## src/rtl/uart_cmd_frame_parser.sv

```systemverilog
// rtl/uart_cmd_frame_parser.sv - sync-hunting framed command parser with XOR checksum
// Optional inter-byte timeout (err_code 3) is built in when UART_CMD_TIMEOUT_EN is defined.
module uart_cmd_frame_parser #(
   parameter int          SYNC_LEN       = 3,
   parameter logic [31:0] SYNC_PATTERN   = 32'h00F0E0D0,
   parameter int          MAX_PAYLOAD    = 8,
   parameter logic [7:0]  DUMP_OPCODE    = 8'h01,
   parameter int          TIMEOUT_CYCLES = 100000
) (
   input  logic                     clk,
   input  logic                     rst_n,
   input  logic [7:0]               rx_data,
   input  logic                     rx_valid,
   output logic                     cmd_valid,
   output logic [7:0]               cmd_opcode,
   output logic [7:0]               cmd_len,
   output logic [8*MAX_PAYLOAD-1:0] cmd_payload,
   output logic                     trigger_dump,
   output logic                     err_valid,
   output logic [1:0]               err_code
);
   typedef enum logic [2:0] {S_SYNC, S_OPCODE, S_LEN, S_PAYLOAD, S_CSUM} state_t;

   localparam logic [7:0] SYNC_FIRST = SYNC_PATTERN[8*SYNC_LEN-1 -: 8];

   state_t                   state_q;
   logic [1:0]               sync_idx_q;
   logic [7:0]               work_op_q;
   logic [7:0]               work_len_q;
   logic [7:0]               pay_idx_q;
   logic [7:0]               csum_q;
   logic [8*MAX_PAYLOAD-1:0] work_payload_q;
   logic                     cmd_valid_q;
   logic                     trigger_dump_q;
   logic                     err_valid_q;
   logic [1:0]               err_code_q;
   logic [7:0]               cmd_opcode_q;
   logic [7:0]               cmd_len_q;
   logic [8*MAX_PAYLOAD-1:0] cmd_payload_q;
   logic [7:0]               sync_byte;

   // Pattern byte expected at the current sync index, first-received byte stored highest.
   assign sync_byte = 8'(SYNC_PATTERN >> (8 * (SYNC_LEN - 1 - int'(sync_idx_q))));

`ifdef UART_CMD_TIMEOUT_EN
   localparam int            TW        = $clog2(TIMEOUT_CYCLES + 1);
   localparam logic [TW-1:0] TMO_LIMIT = TW'(TIMEOUT_CYCLES);
   logic [TW-1:0] tmo_q;
   logic          idle;
   logic          tmo_hit;
   assign idle    = (state_q == S_SYNC) && (sync_idx_q == 2'd0);
   assign tmo_hit = !idle && !rx_valid && (tmo_q == TMO_LIMIT);
`endif

   always_ff @(posedge clk) begin
      if (!rst_n) begin
         state_q        <= S_SYNC;
         sync_idx_q     <= 2'd0;
         work_op_q      <= 8'd0;
         work_len_q     <= 8'd0;
         pay_idx_q      <= 8'd0;
         csum_q         <= 8'd0;
         work_payload_q <= '0;
         cmd_valid_q    <= 1'b0;
         trigger_dump_q <= 1'b0;
         err_valid_q    <= 1'b0;
         err_code_q     <= 2'd0;
         cmd_opcode_q   <= 8'd0;
         cmd_len_q      <= 8'd0;
         cmd_payload_q  <= '0;
`ifdef UART_CMD_TIMEOUT_EN
         tmo_q          <= '0;
`endif
      end else begin
         cmd_valid_q    <= 1'b0;
         trigger_dump_q <= 1'b0;
         err_valid_q    <= 1'b0;
`ifdef UART_CMD_TIMEOUT_EN
         if (rx_valid || idle)
            tmo_q <= '0;
         else if (tmo_q != TMO_LIMIT)
            tmo_q <= tmo_q + 1'b1;
`endif
         if (rx_valid) begin
            case (state_q)
               S_SYNC: begin
                  if (rx_data == sync_byte) begin
                     if (sync_idx_q == 2'(SYNC_LEN - 1)) begin
                        state_q    <= S_OPCODE;
                        sync_idx_q <= 2'd0;
                     end else begin
                        sync_idx_q <= sync_idx_q + 2'd1;
                     end
                  end else if (rx_data == SYNC_FIRST) begin
                     sync_idx_q <= 2'd1;
                  end else begin
                     sync_idx_q <= 2'd0;
                  end
               end
               S_OPCODE: begin
                  work_op_q      <= rx_data;
                  work_payload_q <= '0;
                  csum_q         <= rx_data;
                  state_q        <= S_LEN;
               end
               S_LEN: begin
                  if (rx_data > 8'(MAX_PAYLOAD)) begin
                     err_valid_q <= 1'b1;
                     err_code_q  <= 2'd1;
                     state_q     <= S_SYNC;
                     sync_idx_q  <= 2'd0;
                  end else begin
                     work_len_q <= rx_data;
                     csum_q     <= csum_q ^ rx_data;
                     pay_idx_q  <= 8'd0;
                     state_q    <= (rx_data == 8'd0) ? S_CSUM : S_PAYLOAD;
                  end
               end
               S_PAYLOAD: begin
                  for (int i = 0; i < MAX_PAYLOAD; i++)
                     if (pay_idx_q == 8'(i)) work_payload_q[8*i +: 8] <= rx_data;
                  csum_q    <= csum_q ^ rx_data;
                  pay_idx_q <= pay_idx_q + 8'd1;
                  if (pay_idx_q + 8'd1 == work_len_q) state_q <= S_CSUM;
               end
               S_CSUM: begin
                  if (rx_data == csum_q) begin
                     cmd_valid_q    <= 1'b1;
                     trigger_dump_q <= (work_op_q == DUMP_OPCODE);
                     cmd_opcode_q   <= work_op_q;
                     cmd_len_q      <= work_len_q;
                     cmd_payload_q  <= work_payload_q;
                  end else begin
                     err_valid_q <= 1'b1;
                     err_code_q  <= 2'd2;
                  end
                  state_q    <= S_SYNC;
                  sync_idx_q <= 2'd0;
               end
               default: begin
                  state_q    <= S_SYNC;
                  sync_idx_q <= 2'd0;
               end
            endcase
         end
`ifdef UART_CMD_TIMEOUT_EN
         else if (tmo_hit) begin
            err_valid_q <= 1'b1;
            err_code_q  <= 2'd3;
            state_q     <= S_SYNC;
            sync_idx_q  <= 2'd0;
         end
`endif
      end
   end

   assign cmd_valid    = cmd_valid_q;
   assign cmd_opcode   = cmd_opcode_q;
   assign cmd_len      = cmd_len_q;
   assign cmd_payload  = cmd_payload_q;
   assign trigger_dump = trigger_dump_q;
   assign err_valid    = err_valid_q;
   assign err_code     = err_code_q;
endmodule

```

## config.mk

```make
export PLATFORM = sky130hd
export DESIGN_NAME = uart_cmd_frame_parser
export DESIGN_NICKNAME = d
export VERILOG_FILES = /design/src/rtl/uart_cmd_frame_parser.sv
export SDC_FILE = /design/constraint.sdc
export NUM_CORES = 1
export LEC_CHECK = 0
export CELL_PAD_IN_SITES_DETAIL_PLACEMENT = 1
export CELL_PAD_IN_SITES_GLOBAL_PLACEMENT = 1
export CORE_ASPECT_RATIO = 1.4
export CORE_MARGIN = 1
export CORE_UTILIZATION = 46
export DETAILED_ROUTE_END_ITERATION = 6
export GPL_ROUTABILITY_DRIVEN = 0
export PLACE_DENSITY_LB_ADDON = 0.1
export SLEW_MARGIN = 20
export SYNTH_ARGS = -nofsm -noshare
export SYNTH_HDL_FRONTEND = slang
export SYNTH_SLANG_ARGS = --single-unit
export TNS_END_PERCENT = 20
```

## constraint.sdc

```tcl
create_clock -name clk -period 5.05 [get_ports clk]
set_clock_uncertainty 0.2 [all_clocks]
set_input_delay 0.505 -clock clk [delete_from_list [all_inputs] [get_ports clk]]
set_output_delay 0.505 -clock clk [all_outputs]
set_load 0.05 [all_outputs]
```

Yosys cells after proc, flatten, opt, wreduce, memory -nomap -nowiden
Index checks and enable logic that the tools add are counted.
{ "totals": {"register_bits": 186, "latch_bits": 0, "ram_bits": 0, "rom_bits": 0, "in_bits": 11, "output_inout_bits": 85, "elab_cells": 118, "memories": 0} }
{ "op_classes": {"n_addsub": 3, "n_mul": 0, "div": 0, "order_cmp": 1, "eq_ne": 31, "shifts": 1, "n_mux": 31, "bitwise_logic": 3, "n_reduce_logical": 27} }
{ "op_table": {"columns": ["op", "count"], "rows": [
  ["case mux 64 bit (2 select lines)", 1],
  ["2-to-1 mux 8 bit", 10],
  ["AND reduction 3 bit", 14],
  ["== test 8 x 3 -> 1 bit (second input constant)", 4],
  ["right shift 24 x 32 -> 8 bit (first input constant)", 1],
  ["inequality test 2 bit (second input constant)", 14],
  ["== test 8 bit", 3],
  ["case mux 8 bit (3 select lines)", 1],
  ["== test 8 x 1 -> 1 bit (second input constant)", 2],
  ["== test 8 x 2 -> 1 bit (second input constant)", 2],
  ["logical NOT 8 bit", 2],
  ["case mux 8 bit (2 select lines)", 1],
  ["2-to-1 mux 3 bit", 5],
  ["case mux 3 bit (4 select lines)", 1],
  ["AND reduction 4 bit", 3],
  ["2-to-1 mux 2 bit", 5],
  ["adder 8 x 1 -> 8 bit (second input constant)", 1],
  ["== test 8 bit (second input constant)", 1],
  ["> comparator 8 x 4 -> 1 bit (second input constant)", 1],
  ["bitwise XOR 8 bit", 1],
  ["== test 3 x 2 -> 1 bit (second input constant)", 2],
  ["case mux 2 bit (3 select lines)", 1],
  ["nonzero test 2 bit", 3],
  ["2-to-1 mux 1 bit", 4],
  ["12 further kinds", 14]
]} }

Longest topological paths before layout
Gate-level depths: netlist (run 1).
{ "depth": {"word_depth": 5, "mapped_depth": 9, "mapped_depth_nobuf": 7} }

Worst setup path before layout (run 1)
OpenSTA, ideal clock, no wires.
{ "synth_path": {"path_type": "in2reg", "from": "input port rx_data[1]", "to": "register state_q[2]", "setup_ps": 116, "t_arrival_ps": 2026, "required_time_ps": 4734, "slack_ps": 2707, "path_stages": 6, "path_buffers": 1, "cell_sequence": "buf_4 or4_4 o31a_1 nor2_1 mux2_1 o211a_1"} }
{ "synth_via": {"elab_chain_len": 4, "elab_cells_between_ends": 8, "classes_between": "order compare: 1; eq/ne: 2; mux: 3; reduce/logical: 2"} }
{ "synth_lines": {"columns": ["element", "line_no", "rtl"], "rows": [
  ["from (decl)", "12", "input logic [7:0] rx_data,"],
  ["parallel branches: the longest is 4 deep, another holds > comparator 8 x 4 -> 1 bit", null, null],
  ["to (signal assigned)", "116", "state_q <= (rx_data == 8'd0) ? S_CSUM : S_PAYLOAD;"],
  ["to (decl)", "26", "state_t state_q;"]
]} }
Parallel ways; which one is timed is not known.
A chain may end at the register's enable or synchronous reset.

Worst setup path after layout (run 1)
{ "layout_path": {"from": "input port rx_data[0]", "to": "register cmd_payload_q[51], in the netlist cmd_payload[51]"} }
{ "layout_via": {"elab_chain_len": 2} }
{ "layout_lines": {"columns": ["element", "line_no", "rtl"], "rows": [
  ["== test 8 bit", "127", "if (rx_data == csum_q) begin"],
  ["AND reduction 3 bit (no line)", null, null],
  ["to (signal assigned)", "132", "cmd_payload_q <= work_payload_q;"],
  ["to (decl)", "39", "logic [8*MAX_PAYLOAD-1:0] cmd_payload_q;"]
]} }
Every way passes these cells.

==> results.cfg, run 1 <==
[outcome]
status = finished with violations
violations = DRC

[logic_synthesis]
ys_seq_area_share_pct = 47.9
synth_edf_count = 0
netlist-cell-type-count = 67
syn_area_mm2 = 0.00777
synth_ff_type = dfxtp_1
synthArstFlopShare_pct = 0
yosys_register_bits = 186
yosys_warnings = 0
synth_cells = 830
synth.avg_cell_area_um2 = 9.36
syn_nets = 845

[timing]
fin_crit_sh_pct = 66.2
rsz0062_at_grt = false
finalHoldViolCount = 0
drv_slew = 0
relSlewSlack_pct = 40.6
setup_viol = 0
worstMarginPinSlew_ns = 0.888
fin_tns_setup_ns = 0
max_clock_freq_mhz = 299
fin_crit_ns = 3.34

[power_and_ir_drop]
power.total_mw = 2.85
power_density_mw_per_mm2 = 306
p_leak_nw = 4.21
vdd_drop_max_mv = 0.210

[clocking]
postCtsSetupBuffers = 0
cts-buffers-inserted = 17
cts_hold_buf = 0
root_buffer = clkbuf_16
clk_latency_ns = 0.43
clock-sinks = 186
clk_pin_slew_ns = 0.07
ctsResizeCount = 0
clockBufferDepth = 2
cts_tree = done
h-tree-depth = 4

[worst_setup_path]
timing.rr.start = state_q[0]
r2r_slack_ns = 2.03
worstSetupEndpoint = cmd_payload[51]
end_kind = flop
worstPathMaxFanout = 64
crit_buf_inv = 2
path_class = input pin to flop
required_ns = 5.17
cp-startpoint = rx_data[0]
worst-path-stages = 7
cpPeakStageDelay_ns = 0.75
regToRegEndpoint = work_payload_q[48]
crit_arrival_ns = 3.46
crit_path_start_kind = input pin
critPathSlowestCell = clkdlybuf4s50_1
cp_cell_sequence = clkdlybuf4s50_1, xor2_1, nor4_1, nand3_4, buf_12, mux2i_1, nor2_1
crit_family = simple AND/OR/NAND/NOR gates
r2r_cells = 5

[final_layout]
antenna_cells = 0
seqCellArea_mm2 = 0.00372
multiInputGateArea_mm2 = 0.00371
synthToLayoutAreaGrowth_pct = 20.0
fillers = 1842
drive_gt1_share_pct = 6.72
nets = 895

[global_routing]
grt_start_max_net_pins = 67
grt_pass1_wl_mm = 33.4
antenna_found_initial = 0
grt_use_total_pct = 24.5
grt-ovfl-total = 0
grt_pass1_vias = 6426

[routing]
drt_iter0_markers = 260
vias = 6157
ant_nets = 0
drtPass1Iterations = 6
wire_per_inst_um = 19.0
totalWireLength_mm = 20.7
drc = 11
viasPerCell = 5.64

[floorplanning]
dieHeight_um = 156
core_area_mm2 = 0.0163
num_rows = 55
chipWidth_um = 112
ios = 96
dieArea_mm2 = 0.0174
start_util_pct = 47.6

[placed_design]
post-dp-hpwl_mm = 14.2
io_buffers = 95

[min_path]
hp-class = flop to flop
whs_path_depth = 2

[job]
drv_cap = 0
==> sequential cells by signal, indices dropped and copies added, names as in the netlist, 2 cells and up <==
name            cells
cmd_payload        64
work_payload_q     64
cmd_len             8
cmd_opcode          8
csum_q              8
pay_idx_q           8
work_len_q          8
work_op_q           8
state_q             3
err_code            2
sync_idx_q          2
==> Yosys cell counts, drive strengths merged, types with 4 or more instances <==
cell    number  share of area [%]
a21oi       31                2.3
and3        32                2.6
buf         28                2.0
clkbuf      43                2.1
dfxtp      186                 48
ha           4               0.64
inv          9               0.43
mux2i      132                 17
nand2       47                2.3
nand3       14               0.90
nor2       170                8.2
nor2b        4               0.32
nor3        10               0.64
nor4         7               0.76
nor4b        5               0.81
o21a        16                1.5
o21ai       18                1.3
o31ai        7               0.85
or4          4               0.48
xnor2        5               0.56
xor2        12                1.4
==> worst min-delay path, stage by stage (launching register included) <==
cell     delay (ns)
dfxtp_1        0.32
nand2_1        0.06
a21oi_1        0.05
==> worst min-delay path by stage <==
stage                        startpoint       endpoint  slack, ns
after floorplan           sync_idx_q[1]  sync_idx_q[1]       0.24
after detailed placement  sync_idx_q[1]  sync_idx_q[1]       0.27
final                     sync_idx_q[1]  sync_idx_q[1]       0.27
after global placement    sync_idx_q[1]  sync_idx_q[1]       0.24
after global routing      sync_idx_q[1]  sync_idx_q[1]       0.29
after CTS                 sync_idx_q[1]  sync_idx_q[1]       0.27
==> routing by layer <==
metal | global-route usage (%) | vias to the layer above | share of wire (%)
met5 | 0 | - | 0
met4 | 8.30 | 0 | 1.5
met3 | 4.39 | 23 | 3.0
met2 | 46.0 | 122 | 53
met1 | 27.7 | 3077 | 42
li1 | - | 2935 | -
==> kinds of logic after synthesis <==
group	after synthesis	synth area share, %
DFF	186	47.9
adders and majority gates	4	0.644
muxes	133	17.1
AOI/OAI and AO/OA	100	9.15
and+or+nand+nor	310	18.7
buffers and inverters	80	4.56
xor gates and xnor gates	17	1.92
==> power by group <==
group | internal [mW] | switching (mW)
combinational | 0.0166 | 0.0475
sequential | 1.47 | 0.0000827
clock | 0.733 | 0.589
==> through the flow <==
stage / utilization [%] / hold WS (ns) / setup WS, ns / std cells / area, um2
finish: 57.2 / 0.270 / 1.71 / 1092 / 9320
global route: 57.2 / 0.290 / 1.55 / 1092 / 9320
CTS: 57.2 / 0.274 / 1.70 / 1092 / 9320
detailed placement: 53.6 / 0.266 / 1.38 / 1060 / 8750
global placement: 53.6 / 0.242 / 1.40 / 1060 / 8740
floorplan: - / 0.235 / 2.71 / 830 / 7770
==> layout make-up <==
type                       instances  area share [%]
sequential                       186            39.9
multi-input combinational        564            39.8
timing repair buffer             102            11.0
clock buffer                      19            4.64
tap                              199            2.67
clock inverter                    13            1.52
inverter                           9           0.389
==> cells in the final DEF (no fill, tap or decap), drive strengths merged, types with 10 or more instances in the layout <==
cell type,n
nor2,170
xor2,12
and3,32
a21oi,31
mux2i,132
o21ai,18
dfxtp,186
clkdlybuf4s50,95
nor3,10
nand3,14
inv,12
o21a,16
nand2,47
clkbuf,19
Power figures use the tool's default switching activity.
==> inputs of run 2 (changes only) <==
--- a/config.mk
+++ b/config.mk
@@ -9,7 +9,7 @@
 export CELL_PAD_IN_SITES_GLOBAL_PLACEMENT = 1
 export CORE_ASPECT_RATIO = 1.4
 export CORE_MARGIN = 1
-export CORE_UTILIZATION = 46
+export CORE_UTILIZATION = 43
 export DETAILED_ROUTE_END_ITERATION = 6
 export GPL_ROUTABILITY_DRIVEN = 0
 export PLACE_DENSITY_LB_ADDON = 0.1
==> constraint.sdc (replaced) <==
create_clock -name clk -period 3.1 [get_ports clk]
set_clock_uncertainty 0.2 [all_clocks]
set_input_delay 0.31 -clock clk [delete_from_list [all_inputs] [get_ports clk]]
set_output_delay 0.31 -clock clk [all_outputs]
set_load 0.05 [all_outputs]
==> run 2 against run 1 <==
  * The run now ends clean
  * Die area rose by 6.9%
  * Non-clock buffer count is 22 higher
  * First-iteration DRC count increased by 36%
  * Flip-flop and latch count did not move
  * Cell area up 2.5%
  * Setup slack got worse by 1.1 ns
==> results.cfg, run 2 (synthesis gave the netlist of run 1 again) <==
[power_and_ir_drop]
switchingPower_mw = 1.05
power_density_mw_per_mm2 = 492
p_clk_share_pct = 46.8
power.total_mw = 4.70
pwr-share-comb_pct = 2.4
p_leak_nw = 4.33
internal-power_mw = 3.65
switching_share_pct = 22.3
p_seq_share_pct = 50.8
vdd_drop_max_mv = 0.305

[outcome]
status = finished, final reports clean

[final_layout]
fin_area_mm2 = 0.00956
fillers = 2025
synthToLayoutAreaGrowth_pct = 23.0
final_common_cell = dfxtp_1
nets = 917
antenna_cells = 0
drive_gt1_share_pct = 9.07
final_cell_mix = 186 x dfxtp_1, 169 x nor2_1, 132 x mux2i_1, 95 x clkdlybuf4s50_1, 46 x nand2_1
fin_util_pct = 54.5

[global_routing]
grt_use_total_pct = 23.9
grt-ovfl-total = 0
met1_usage_pct = 27.4
grt.busiest_layer = met2
met2_usage_pct = 44.3
antenna_found_initial = 0
grt_pass1_wl_mm = 34.5
met3_usage_pct = 4.54
grt_start_max_net_pins = 86
grt_pass1_vias = 6537

[worst_setup_path]
cpPeakStageDelay_ns = 0.57
cp_cell_sequence = nor4_1, nand4_1, a21oi_4, mux2i_1, nor2_1
worstPathMaxFanout = 9
end_kind = flop
crit_path_start_kind = flop
required_ns = 3.20
critPathSlowestCell = nor4_1
crit_arrival_ns = 2.58
path_class = flop to flop
r2r_cells = 5

[timing]
drv_slew = 0
fin_ws_ns = 0.619
fin_crit_ns = 2.48
worstMarginPinSlew_ns = 0.732
setup_viol = 0
relSlewSlack_pct = 51.1
fin_crit_sh_pct = 80.0
max_clock_freq_mhz = 403
finalHoldViolCount = 0
fin_tns_setup_ns = 0
rsz0062_at_grt = false

[placed_design]
place_area_mm2 = 0.00895
io_buffers = 95
post-place-ws_ns = 0.224
post-dp-hpwl_mm = 14.4

[routing]
viasPerCell = 5.39
totalWireLength_mm = 20.8
drc = 0
ant_nets = 0
vias = 6209
wire_per_inst_um = 18.1
drtPass1Iterations = 4
drt_iter0_markers = 354

[floorplanning]
ios = 96
dieArea_mm2 = 0.0186
start_util_pct = 44.3
num_rows = 57
dieHeight_um = 161
core_area_mm2 = 0.0175
chipWidth_um = 116

[clocking]
h-tree-depth = 4
clockBufferDepth = 2
root_buffer = clkbuf_16
clk_pin_slew_ns = 0.07
cts-buffers-inserted = 17
postCtsSetupBuffers = 0
cts_hold_buf = 0
ctsResizeCount = 0
clk_latency_ns = 0.43
clock-sinks = 186
cts_tree = done

[job]
drv_cap = 0

[min_path]
whs_path_depth = 2
hp-class = flop to flop
run 2: area by class of cell:
class,count,area (um2),area share (%)
sequential,186,3720,39.0
multi-input combinational,564,3710,38.8
clock inverter,14,163,1.70
inverter,9,36.3,0.380
tap,236,295,3.09
clock buffer,18,439,4.60
timing repair buffer,124,1190,12.5
run 2: final timing paths:
check                                           to  slack (ns)    startpoint
worst max register to register  work_payload_q[35]        0.62  pay_idx_q[4]
worst min-delay path                  work_op_q[4]        0.28  work_op_q[4]
worst min register to register        work_op_q[4]        0.28  work_op_q[4]
worst max-delay path            work_payload_q[35]        0.62  pay_idx_q[4]
run 2: metal layers:
layer	part of all wire, %	up-vias
met4	1.5	0
met5	0	-
met3	2.8	24
met1	42	3070
met2	54	125
li1	-	2990
run 2: power by group through the flow:
stage / combinational, mW / sequential [mW] / clock (mW)
2_1_floorplan: 0.0688 / 2.44 / 0
3_3_place_gp: 0.109 / 2.44 / 0
3_5_place_dp: 0.112 / 2.44 / 0
4_1_cts: 0.112 / 2.39 / 2.25
5_1_grt: 0.121 / 2.39 / 2.34
6_report: 0.112 / 2.39 / 2.20
run 2: stage by stage:
stage	hold WS [ns]	instances
6_report	0.280	1151
5_1_grt	0.294	1151
4_1_cts	0.282	1151
3_5_place_dp	0.269	1119
3_3_place_gp	0.261	1119
2_1_floorplan	0.235	830
run 2: critical path, delay by kind of cell, from the launching register on:
family | cells | cell delay [ns]
flops | 1 | 0.42
mux | 1 | 0.28
compound gates | 1 | 0.48
simple gates | 3 | 0.96
